**config.mk**
```make
export PLATFORM = sky130hd
export DESIGN_NAME = fpga_cfg_loader
export DESIGN_NICKNAME = d
export VERILOG_FILES = /design/src/rtl/fpga_cfg_pkg.sv /design/src/rtl/fpga_cfg_pclk_gen.sv /design/src/rtl/fpga_cfg_loader.sv
export SDC_FILE = /design/constraint.sdc
export NUM_CORES = 1
export LEC_CHECK = 0
export BUFFER_PORTS_ARGS = -buffer_cell sky130_fd_sc_hd__buf_2
export CORE_MARGIN = 2
export CORE_UTILIZATION = 40
export DETAILED_ROUTE_END_ITERATION = 7
export GPL_TIMING_DRIVEN = 0
export PLACE_DENSITY = 0.66
export SYNTH_ARGS = -nofsm -noshare
export SYNTH_HDL_FRONTEND = slang
export SYNTH_HIERARCHICAL = 1
export SYNTH_SLANG_ARGS = --single-unit
```
**constraint.sdc**
```tcl
create_clock -name clk -period 2.3 [get_ports clk]
set_input_delay 0.23 -clock clk [delete_from_list [all_inputs] [get_ports clk]]
set_output_delay 0.23 -clock clk [all_outputs]
set_load 0.05 [all_outputs]
```
**src/rtl/fpga_cfg_pkg.sv**
```systemverilog
// Shared types and CRC-8 helper for the configuration loader.
package fpga_cfg_pkg;

  typedef enum logic [2:0] {
    ST_IDLE,
    ST_LOAD,
    ST_SHIFT,
    ST_CRCW,
    ST_DONE,
    ST_ERROR
  } state_t;

  localparam logic [7:0] CRC8_POLY = 8'h07;
  localparam logic [7:0] CRC8_INIT = 8'h00;

  // MSB-first CRC-8 over one full byte.
  function automatic logic [7:0] crc8_byte(input logic [7:0] crc, input logic [7:0] data);
    logic [7:0] c;
    c = crc ^ data;
    for (int i = 0; i < 8; i++) begin
      c = c[7] ? ((c << 1) ^ CRC8_POLY) : (c << 1);
    end
    return c;
  endfunction

endpackage

```
**src/rtl/fpga_cfg_pclk_gen.sv**
```systemverilog
// prog_clk generator: PCLK_DIV cycles low, PCLK_DIV cycles high, while run is held.
module fpga_cfg_pclk_gen #(
  parameter int PCLK_DIV = 2
) (
  input  logic clk,
  input  logic rst_n,
  input  logic run,
  output logic prog_clk,
  output logic bit_tick
);

  localparam int CW = $clog2(PCLK_DIV + 1);

  logic [CW-1:0] cnt;
  logic          last;

  assign last     = (cnt == CW'(PCLK_DIV - 1));
  // Fires on the cycle whose edge returns prog_clk low: the shift point.
  assign bit_tick = run && prog_clk && last;

  // NOTE: state registers use non-blocking assignments so every flop samples pre-edge values.
  always_ff @(posedge clk or negedge rst_n) begin
    if (!rst_n) begin
      cnt      <= '0;
      prog_clk <= 1'b0;
    end else if (!run) begin
      cnt      <= '0;
      prog_clk <= 1'b0;
    end else if (last) begin
      cnt      <= '0;
      prog_clk <= ~prog_clk;
    end else begin
      cnt <= cnt + 1'b1;
    end
  end

endmodule

```
**src/rtl/fpga_cfg_loader.sv**
```systemverilog
// Byte-stream to configuration-chain loader with trailing CRC-8 check.
module fpga_cfg_loader
  import fpga_cfg_pkg::*;
#(
  parameter int CHAIN_LEN = 12,
  parameter int PCLK_DIV  = 2
) (
  input  logic       clk,
  input  logic       rst_n,
  input  logic       start,
  input  logic       abort,
  input  logic [7:0] s_data,
  input  logic       s_valid,
  output logic       s_ready,
  output logic       prog_clk,
  output logic       ccff_head,
  output logic       busy,
  output logic       done,
  output logic       crc_err,
  output logic       fabric_rst_n
);

  localparam int NBYTES = (CHAIN_LEN + 7) / 8;
  localparam int PAD    = NBYTES * 8 - CHAIN_LEN;
  localparam int BCW    = (NBYTES > 1) ? $clog2(NBYTES) : 1;

  state_t         state;
  logic [7:0]     shreg;
  logic [7:0]     crc;
  logic [BCW-1:0] byte_cnt;
  logic [3:0]     bit_cnt;
  logic           run;
  logic           bit_tick;
  logic           first_byte;
  logic [7:0]     load_byte;
  logic [3:0]     load_bits;

  // Byte 0 is pre-shifted so its PAD leading bits never reach the chain.
  assign first_byte = (byte_cnt == '0);
  assign load_byte  = first_byte ? 8'(s_data << PAD) : s_data;
  assign load_bits  = first_byte ? 4'(8 - PAD) : 4'd8;
  assign run        = (state == ST_SHIFT) && !abort;

  fpga_cfg_pclk_gen #(.PCLK_DIV(PCLK_DIV)) u_pclk_gen (
    .clk      (clk),
    .rst_n    (rst_n),
    .run      (run),
    .prog_clk (prog_clk),
    .bit_tick (bit_tick)
  );

  always_ff @(posedge clk or negedge rst_n) begin
    if (!rst_n) begin
      // NOTE: datapath registers are reset too, so nothing observable is ever X after reset.
      state        <= ST_IDLE;
      shreg        <= '0;
      crc          <= '0;
      byte_cnt     <= '0;
      bit_cnt      <= '0;
      s_ready      <= 1'b0;
      ccff_head    <= 1'b0;
      busy         <= 1'b0;
      done         <= 1'b0;
      crc_err      <= 1'b0;
      fabric_rst_n <= 1'b0;
    end else if (abort && (state == ST_LOAD || state == ST_SHIFT || state == ST_CRCW)) begin
      state        <= ST_IDLE;
      s_ready      <= 1'b0;
      ccff_head    <= 1'b0;
      busy         <= 1'b0;
      fabric_rst_n <= 1'b0;
    end else begin
      case (state)
        ST_IDLE, ST_DONE, ST_ERROR: begin
          if (start) begin
            state        <= ST_LOAD;
            s_ready      <= 1'b1;
            busy         <= 1'b1;
            done         <= 1'b0;
            crc_err      <= 1'b0;
            fabric_rst_n <= 1'b0;
            crc          <= CRC8_INIT;
            byte_cnt     <= '0;
            bit_cnt      <= '0;
          end
        end
        ST_LOAD: begin
          if (s_valid && s_ready) begin
            shreg     <= load_byte;
            ccff_head <= load_byte[7];
            crc       <= crc8_byte(crc, s_data);
            bit_cnt   <= load_bits;
            s_ready   <= 1'b0;
            state     <= ST_SHIFT;
          end
        end
        ST_SHIFT: begin
          if (bit_tick) begin
            shreg     <= shreg << 1;
            ccff_head <= shreg[6];
            bit_cnt   <= bit_cnt - 1'b1;
            if (bit_cnt == 4'd1) begin
              s_ready <= 1'b1;
              if (byte_cnt == BCW'(NBYTES - 1)) begin
                state <= ST_CRCW;
              end else begin
                byte_cnt <= byte_cnt + 1'b1;
                state    <= ST_LOAD;
              end
            end
          end
        end
        ST_CRCW: begin
          if (s_valid && s_ready) begin
            s_ready <= 1'b0;
            busy    <= 1'b0;
            if (s_data == crc) begin
              state        <= ST_DONE;
              done         <= 1'b1;
              fabric_rst_n <= 1'b1;
            end else begin
              state   <= ST_ERROR;
              crc_err <= 1'b1;
            end
          end
        end
        default: state <= ST_IDLE;
      endcase
    end
  end

endmodule

```
==> impl_metrics.sql <==
INSERT INTO impl_metrics (metric_group, metric, value, unit) VALUES
('outcome', 'status', 'complete, but fails checks', ''),
('outcome', 'violations', 'hold timing', ''),
('detailed_routing', 'initialDrtViolationCount', '143', ''),
('setup_path', 'critPathArrivalTime', '2.41', 'ns'),
('logic_synthesis', 'synth-edff-count', '0', ''),
('run', 'drv_cap', '0', ''),
('finish', 'final_util', '49.58', '%'),
('hold_path', 'hp-class', 'input port to async pin', ''),
('detailed_routing', 'drt-wirelength-per-cell', '15.02', 'um'),
('setup_path', 'startpoint_class', 'flip-flop', ''),
('setup_path', 'worstSetupEndpointType', 'flip-flop', ''),
('logic_synthesis', 'ys_top_cells_by_area', 'dfrtp_1 39%, o21ai_0 8.6%, xnor2_1 6.5%, nand2_1 4.8%, nor2_1 3.7%', ''),
('setup_path', 'critPathKind', 'flip-flop to flip-flop', ''),
('clock_network', 'clock_latency', '0.30', 'ns'),
('detailed_routing', 'drc', '0', ''),
('finish', 'post_layout_nonfiller_instances', '332', ''),
('logic_synthesis', 'yosys.area.top_type', 'dfrtp_1', ''),
('timing', 'worst_slew_margin_rel', '52.08', '%'),
('die', 'boundaryPins', '20', ''),
('place', 'gp_congestion', '0.8605', ''),
('detailed_routing', 'wirelength', '4.985', 'mm'),
('timing', 'finalCritPeriodShare', '97.45', '%'),
('global_route', 'overflow_left_after_global_routing', '0', ''),
('clock_network', 'cts_hold_buf', '0', ''),
('die', 'dieArea', '5660', 'sq um'),
('timing', 'setup_ws', '0.05873', 'ns'),
('finish', 'insertedDiodeCount', '0', ''),
('detailed_routing', 'detail-route-antenna-nets', '0', ''),
('timing', 'report.final.hold_viol_count', '19', ''),
('clock_network', 'cts_made_buffers', '5', ''),
('setup_path', 'worst_path_required', '2.47', 'ns'),
('logic_synthesis', 'yosysWarnings', '6', ''),
('logic_synthesis', 'gate_count_post_synth', '236', ''),
('logic_synthesis', 'post-synth-top-area-fraction', '39.46', '%'),
('pwr', 'static-leakage-power', '0.001051', 'uW'),
('die', 'row_count', '25', ''),
('timing', 'period_minus_slack', '2.241', 'ns'),
('logic_synthesis', 'postSynthAreaPerCell', '8.599', 'sq um'),
('global_route', 'antenna_found_initial', '0', ''),
('clock_network', 'clockRootBuffer', 'clkbuf_8', ''),
('logic_synthesis', 'synth_sequential_area_ratio', '39.46', '%'),
('logic_synthesis', 'synth_common_cells', '35 x o21ai_0, 32 x dfrtp_1, 26 x nand2_1', ''),
('finish', 'area.growth.synth_to_final', '17.69', '%'),
('timing', 'timing.clock.skew', '0.009440', 'ns'),
('place', 'dp.cells', '322', ''),
('setup_path', 'timing.critical_path.fanout_max', '8', ''),
('die', 'design.core.area', '4817', 'sq um'),
('die', 'die_x', '75.23', 'um'),
('global_route', 'gr-usage-all-layers', '19.50', '%'),
('pwr', 'post-layout-total-power', '2682', 'uW'),
('timing', 'finalHoldWorstSlack', '-0.02247', 'ns'),
('clock_network', 'cts.reportedPaths.clkPinSlew', '0.08', 'ns'),
('place', 'buffer_ports.inserted', '19', ''),
('clock_network', 'cts_max_level', '2', ''),
('logic_synthesis', 'synth.most_common_cell', 'o21ai_0', ''),
('die', 'floorplan.die.height', '75.23', 'um'),
('global_route', 'pin_count_of_the_biggest_net_entering_global_routing', '33', ''),
('logic_synthesis', 'yosys_most_used_dff', 'dfrtp_1', ''),
('logic_synthesis', 'syn-cell-area', '2029', 'sq um'),
('clock_network', 'tritoncts', 'yes', ''),
('die', 'start_util', '42.13', '%'),
('logic_synthesis', 'yosys_register_bits', '32', ''),
('place', 'dp_worst_setup_slack', '-0.1956', 'ns'),
('timing', 'max_slew.worst_pin.slew', '0.7188', 'ns'),
('clock_network', 'cts.sink_count', '32', ''),
('place', 'dp_hpwl', '3.445', 'mm'),
('logic_synthesis', 'syn_nets', '254', ''),
('logic_synthesis', 'synthDistinctLibCells', '51', ''),
('global_route', 'first_global_vias', '1784', ''),
('pwr', 'ir_drop', '0.6075', 'mV'),
('timing', 'number_of_failing_setup_endpoints_in_the_final_timing_report', '0', ''),
('detailed_routing', 'detail_route.vias_per_cell', '5.557', ''),
('finish', 'drive_above_1_share', '18.87', '%'),
('finish', 'final_layout_net_count', '282', ''),
('detailed_routing', 'num_vias', '1845', ''),
('timing', 'report.final.slew_viol_count', '0', ''),
('timing', 'max_freq', '446.2', 'MHz'),
('logic_synthesis', 'asyncSetResetFlopFracSynth', '100.0', '%'),
('clock_network', 'max-clock-path-buffers', '2', ''),
('pwr', 'power.density_cell_area', '1123', 'nW/um^2'),
('detailed_routing', 'detail_route.first_pass.iterations', '4', ''),
('timing', 'setup_total_negative_slack', '0', 'ns'),
('global_route', 'first_pass_grt_wire_length', '8.349', 'mm');
[metrics by stage]
step                instance area, sq um  hold WS (ns)
CTS                                 2347       0.01180
finish                              2389      -0.02247
floorplan                           2043      -0.06559
detailed placement                  2222        0.3312
global placement                    2222        0.3314
global route                        2389       0.05766
[state kept, by name (all words and copies together), names as in the netlist]
name,flops
fabric_rst_n,1
u_pclk_gen/cnt,2
s_ready,1
crc,8
byte_cnt,1
busy,1
shreg,7
crc_err,1
u_pclk_gen/prog_clk,1
bit_cnt,4
done,1
state,3
ccff_head,1
[placed cells by master (no fill, tap or decap), types with 6 or more instances in the layout]
cell type	instances
xnor2_1	15
and3_1	6
buf_2	22
inv_1	7
nand2_1	25
clkbuf_1	6
o21ai_0	30
dfrtp_1	32
nor2_1	19
clkbuf_8	7
a21oi_1	13
nor3_1	6
[path summary, 6_finish.rpt]
check / from / end / slack, ns / cells past startpoint
max reg2reg: state[0] / bit_cnt[2] / 0.06 / 9
min in group clk: s_data[0] / shreg[0] / 0.24 / 3
min: rst_n / state[0] / -0.02 / 1
max in group asynchronous: rst_n / state[2] / 1.85 / 1
min reg2reg: u_pclk_gen/cnt[0] / u_pclk_gen/cnt[0] / 0.48 / 1
max: state[0] / bit_cnt[2] / 0.06 / 9
[critical path, stage by stage, from the launching register on]
cell and delay, ns:
dfrtp_1 0.37, buf_4 0.16, or3b_4 0.45, nor2_4 0.13, and3_4 0.23, nor2b_4 0.14
o21ai_1 0.06, a31o_2 0.33, o21ai_2 0.15, o31ai_2 0.09
[logic make-up after synthesis]
family / after synthesis / synth area share, %
simple gates: 81 / 20.10
compound gates: 75 / 22.13
xor+xnor: 20 / 9.371
mux: 3 / 1.480
buf+inv: 20 / 4.378
flops: 32 / 39.46
fa+ha+maj: 5 / 3.083
[layout make-up]
class	instances	area, sq um
plain buffers	11	56.30
clock buffers	7	96.34
clock inverters	1	30.03
fillers	466	2429
inverters	8	30.03
multi-input cells	184	1174
flip-flops and latches	32	800.8
well taps	67	83.83
repair buffers	22	117.6
[layer usage]
metal / up-vias / GRT usage, % / wire length, um
met5: - / 0 / 0
met4: 0 / 8.382 / 94
met3: 9 / 3.748 / 260
met2: 52 / 30.21 / 2255
met1: 892 / 26.72 / 2373
li1: 892 / - / -
[timing repair]
action / CTS / global route
resized for setup: 2 / 10
setup endpoints to repair: 16 / 13
pin swaps: 1 / 6
setup buffers: 0 / 3
[where the power goes]
| part | switching [uW] | internal [uW] |
|---|---|---|
| Clock | 231 | 382 |
| Sequential | 106 | 695 |
| Combinational | 773 | 495 |
No activity file was read; power rests on OpenSTA's default activity.
